--- config.mk ---
export PLATFORM = sky130hd
export DESIGN_NAME = sha2_schedule_ctrl_eddsa
export DESIGN_NICKNAME = d
export VERILOG_FILES = /design/src/rtl/sha2_eddsa_pkg.sv /design/src/rtl/sha2_schedule_ctrl_eddsa.sv
export SDC_FILE = /design/constraint.sdc
export NUM_CORES = 1
export LEC_CHECK = 0
export ABC_CLOCK_PERIOD_IN_PS = 3600
export CORE_MARGIN = 2
export CORE_UTILIZATION = 25
export DETAILED_ROUTE_END_ITERATION = 12
export GPL_TIMING_DRIVEN = 0
export HOLD_SLACK_MARGIN = 0.1
export MAX_ROUTING_LAYER = met4
export PLACE_DENSITY = 0.46
export SKIP_CTS_REPAIR_TIMING = 1
export SLEW_MARGIN = 20
export SYNTH_ARGS = -nofsm -noshare
export SYNTH_HDL_FRONTEND = slang
export SYNTH_SLANG_ARGS = --single-unit
--- constraint.sdc ---
create_clock -name clk -period 3.6 [get_ports clk]
set_clock_uncertainty 0.1 [all_clocks]
set_input_delay 0.54 -clock clk [delete_from_list [all_inputs] [get_ports clk]]
set_output_delay 0.54 -clock clk [all_outputs]
set_load 0.1 [all_outputs]
--- src/rtl/sha2_eddsa_pkg.sv ---
// Shared definitions for the EdDSA SHA-2 message-schedule sequencer.
package sha2_eddsa_pkg;

    typedef enum logic [1:0] {
        ST_IDLE = 2'd0,
        ST_LOAD = 2'd1,
        ST_RUN  = 2'd2,
        ST_DONE = 2'd3
    } state_t;

    localparam int unsigned SCHED_DEPTH = 16;

    // Round count per SHA-2 variant; 0 flags an unsupported variant.
    function automatic int unsigned rounds_of(input int unsigned mode);
        case (mode)
            224, 256: return 64;
            384, 512: return 80;
            default:  return 0;
        endcase
    endfunction

endpackage

--- src/rtl/sha2_schedule_ctrl_eddsa.sv ---
// Sequencer for the SHA-2 message-schedule shift register: 16 load strobes per block,
// then one start strobe per consumed round, each W_t tagged with its round index.
module sha2_schedule_ctrl_eddsa
    import sha2_eddsa_pkg::*;
#(
    parameter int unsigned MODE  = 256,
    parameter int unsigned CNT_W = 7
) (
    input  logic             clk,
    input  logic             rst,
    input  logic             blk_start,
    input  logic             abort,
    input  logic             msg_valid,
    output logic             msg_ready,
    output logic             sched_load,
    output logic             sched_start,
    output logic             w_valid,
    input  logic             w_ready,
    output logic [CNT_W-1:0] round,
    output logic             busy,
    output logic             done
);

    localparam int unsigned ROUNDS = rounds_of(MODE);

    generate
        if (ROUNDS == 0) begin : g_bad_mode
            $error("sha2_schedule_ctrl_eddsa: MODE must be 224, 256, 384 or 512");
        end
        if ((64'(1) << CNT_W) < 64'(ROUNDS)) begin : g_bad_cnt_w
            $error("sha2_schedule_ctrl_eddsa: CNT_W too narrow for ROUNDS-1");
        end
    endgenerate

    localparam logic [CNT_W-1:0] LAST_WORD  = CNT_W'(SCHED_DEPTH - 1);
    localparam logic [CNT_W-1:0] LAST_ROUND = CNT_W'(ROUNDS - 1);

    state_t           state, state_nxt;
    logic [CNT_W-1:0] cnt, cnt_nxt;

    // State and word/round counter
    always_ff @(posedge clk) begin
        if (!rst) begin
            state <= ST_IDLE;
            cnt   <= '0;
        end else begin
            state <= state_nxt;
            cnt   <= cnt_nxt;
        end
    end

    // Next state; abort wins over every other transition
    always_comb begin
        state_nxt = state;
        cnt_nxt   = cnt;
        case (state)
            ST_IDLE: begin
                if (blk_start) begin
                    state_nxt = ST_LOAD;
                    cnt_nxt   = '0;
                end
            end
            ST_LOAD: begin
                if (msg_valid) begin
                    if (cnt == LAST_WORD) begin
                        state_nxt = ST_RUN;
                        cnt_nxt   = '0;
                    end else begin
                        cnt_nxt = cnt + CNT_W'(1);
                    end
                end
            end
            ST_RUN: begin
                if (w_ready) begin
                    if (cnt == LAST_ROUND) begin
                        state_nxt = ST_DONE;
                        cnt_nxt   = '0;
                    end else begin
                        cnt_nxt = cnt + CNT_W'(1);
                    end
                end
            end
            ST_DONE: state_nxt = ST_IDLE;
            default: state_nxt = ST_IDLE;
        endcase
        if (abort) begin
            state_nxt = ST_IDLE;
            cnt_nxt   = '0;
        end
    end

    // Outputs decoded from state; everything forced low while rst is asserted
    always_comb begin
        msg_ready   = 1'b0;
        sched_load  = 1'b0;
        sched_start = 1'b0;
        w_valid     = 1'b0;
        round       = '0;
        busy        = 1'b0;
        done        = 1'b0;
        if (rst) begin
            case (state)
                ST_LOAD: begin
                    msg_ready  = 1'b1;
                    sched_load = msg_valid & ~abort;
                    busy       = 1'b1;
                end
                ST_RUN: begin
                    w_valid     = 1'b1;
                    round       = cnt;
                    sched_start = w_ready & ~abort;
                    busy        = 1'b1;
                end
                ST_DONE: begin
                    done = 1'b1;
                    busy = 1'b1;
                end
                default: ;
            endcase
        end
    end

endmodule

==> impl_metrics.py <==
metrics = {
    "logic_synthesis": {
        "yosysWarnings": 0,
        "synth-simple-area-share_pct": 42.3,
        "async_flop_share_pct": 0,
        "yosys.area.top_type": "dfxtp_1",
        "synthAdderAreaFrac_pct": 9.65,
        "synthMuxAreaShare_pct": 1.29,
        "synth_area_leaders": "dfxtp_1, ha_1, and3_1",
        "syn-num-nets": 110,
        "postSynthAreaPerCell_um2": 7.94,
        "synthCells": 98,
        "synth_most_common_cell": "nand2_1",
        "synth_area_um2": 778,
        "synth_xor_area_share_pct": 0,
        "synth_cell_types": 41,
        "synth_compound_gate_area_share_pct": 19.0,
        "synth-seq-area-share_pct": 23.2,
        "synth_top_family_by_area": "simple AND/OR/NAND/NOR gates",
        "ys_ff_latch": 9,
        "yosysTopAreaCellShare_pct": 23.2,
        "synth_edf_count": 0,
        "netlist_top_cells_count": "nand2_1, dfxtp_1, and3_1",
        "synth-main-ff-cell": "dfxtp_1",
    },
    "clock_network": {
        "cts_buffers": 3,
        "h-tree-depth": 1,
        "clock_latency_ns": 0.26,
        "clock_sinks": 9,
        "clockBufferDepth": 2,
        "clk_pin_slew_worst_paths_ns": 0.07,
        "cts_tree": "built",
        "cts_root_buf": "clkbuf_4",
    },
    "timing": {
        "hold_slack_ns": 0.394,
        "tns_ns": 0,
        "fin_crit_sh_pct": 96.7,
        "setup_viol": 0,
        "final.min_clock_period_ns": 3.48,
        "relSlewSlack_pct": 35.0,
        "fmax_mhz": 287,
        "hold_viol_final": 0,
        "tightest_slew_ns": 0.972,
        "rsz0062_at_grt": "no",
        "drv_slew": 0,
    },
    "routing": {
        "drtPass1Iterations": 4,
        "viasPerCell": 5.27,
        "drtIter0Drc": 12,
        "vias": 806,
        "drt_wl_total_um": 2130,
        "avgRoutedWirePerCell_um": 13.9,
        "drtAntennaViolNets": 0,
        "drc": 0,
    },
    "place": {
        "gp_congestion": 0.788,
        "port_buffers": 18,
        "place_inst": 149,
        "dp_hpwl_um": 1580,
    },
    "power": {
        "ir_worst_vdd_mv": 0.123,
        "p_int_uw": 165,
        "switching_power_uw": 77.1,
        "power_frac_comb_pct": 24.7,
        "totalPowerFinal_uw": 242,
        "p_seq_share_pct": 42.2,
        "leakage_uw": 0.000380,
        "powerDensity_nw_per_um2": 236,
        "p_sw_share_pct": 31.8,
        "clkPwrFrac_pct": 33.1,
    },
    "setup_path": {
        "worstPathArrival_ns": 2.84,
        "critPathLaunchType": "flop",
        "required_ns": 2.96,
        "critPathKind": "flop to primary output",
        "worstSetupEndpointType": "primary output",
        "crit_fanout": 10,
    },
    "min_path": {
        "hp-class": "flop to flop",
    },
    "floorplan": {
        "floorplan.rows": 20,
        "io_pins": 19,
        "die-area_um2": 3580,
        "die_w_um": 59.8,
        "initial_core_util_pct": 25.9,
        "die_y_um": 59.8,
        "core_um2": 3000,
    },
    "layout": {
        "areaGrowthSynthToFinish_pct": 31.8,
        "nNetsFinal": 133,
        "multiInputGateArea_um2": 562,
        "drive_gt1_share_pct": 9.17,
        "stdcell_count": 153,
        "regArea_um2": 180,
        "num_antenna_cells": 0,
        "nFillCells": 329,
    },
    "flow_run": {
        "cap_violations": 0,
    },
    "grt": {
        "grt_first_pass_wirelength_um": 3530,
        "gr-total-overflow": 0,
        "grt_antenna_before_repair": 0,
        "grt_max_degree": 11,
        "grt_pass1_vias": 781,
        "track_usage_pct": 13.5,
    },
    "outcome": {
        "outcome": "completed",
    },
}
[worst max-delay path: stages (launching register included)]
cell and delay, ns:
dfxtp_1 0.43, ha_1 0.31, clkbuf_1 0.35, and2_1 0.21
and3b_1 0.15, clkdlybuf4s50_1 1.12
[final timing paths]
kind              depth (start not counted)                  end  slack, ns             startpoint
hold reg to reg                           2  cnt[1]$_SDFFE_PP0P_       0.39    cnt[1]$_SDFFE_PP0P_
setup / recovery                          5          sched_start       0.12  state[1]$_SDFFE_PP0P_
hold / removal                            2  cnt[1]$_SDFFE_PP0P_       0.39    cnt[1]$_SDFFE_PP0P_
setup reg to reg                          7  cnt[2]$_SDFFE_PP0P_       1.43  state[1]$_SDFFE_PP0P_
[final cells by class]
cell class / instances / area share [%]
multi-input combinational: 80 / 54.8
sequential: 9 / 17.6
timing repair buffer: 18 / 17.6
tap: 33 / 4.02
clock buffer: 4 / 2.56
buffer: 6 / 2.44
inverter: 3 / 1.10
[registers in the layout, summed over array words and instances (netlist names)]
signal / count
state: 2
cnt: 7
[stage by stage]
step | worst slack [ns] | cell area (µm²) | util (%)
2_1_floorplan | 0.399 | 778 | -
3_3_place_gp | 0.124 | 1000 | 33.3
3_5_place_dp | 0.143 | 1000 | 33.3
4_1_cts | 0.112 | 1030 | 34.2
5_1_grt | 0.000349 | 1030 | 34.2
6_report | 0.118 | 1030 | 34.2
[power groups by stage]
stage                     Sequential (µW)  Combinational, µW  Clock [µW]
after floorplan                       104               40.4           0
after global placement                104               59.2           0
after detailed placement              104               59.4           0
after CTS                             102               59.7        83.4
after global routing                  102               64.4        89.6
final                                 102               59.9        80.3
[placed cells by master (no fill, tap or decap), drive strengths merged, types with 2 or more instances in the layout]
cell type      netlist  layout
a211oi               2       2
a21oi                3       3
a31oi                2       2
and2                 5       5
and3                 8       8
and3b                2       2
buf                  2       2
clkbuf               4       8
clkdlybuf4s50        0      18
dfxtp                9       9
ha                   6       6
inv                  3       3
nand2               10      10
nand3                4       4
nand4                5       5
nor2                 3       3
nor2b                5       5
nor3                 2       2
nor4                 2       2
o21ai                3       3
o2bb2ai              2       2
[logic make-up (layout without fill, tap and decap cells)]
group,after synthesis,count (layout)
AND/OR/NAND/NOR,53,53
AO/OA/AOI/OAI,20,20
flip-flops,9,9
buffers and inverters,9,31
adder cells (fa/ha/maj),6,6
multiplexers,1,1
[metal layers]
layer / GRT usage [%] / wire length (µm) / part of all wire [%]
met3: 1.95 / 68 / 3.2
met4: 6.03 / 18 / 0.84
met1: 17.9 / 1070 / 50
met5: - / 0 / 0
met2: 20.2 / 972 / 46
No activity file was read; power rests on OpenSTA's default activity.
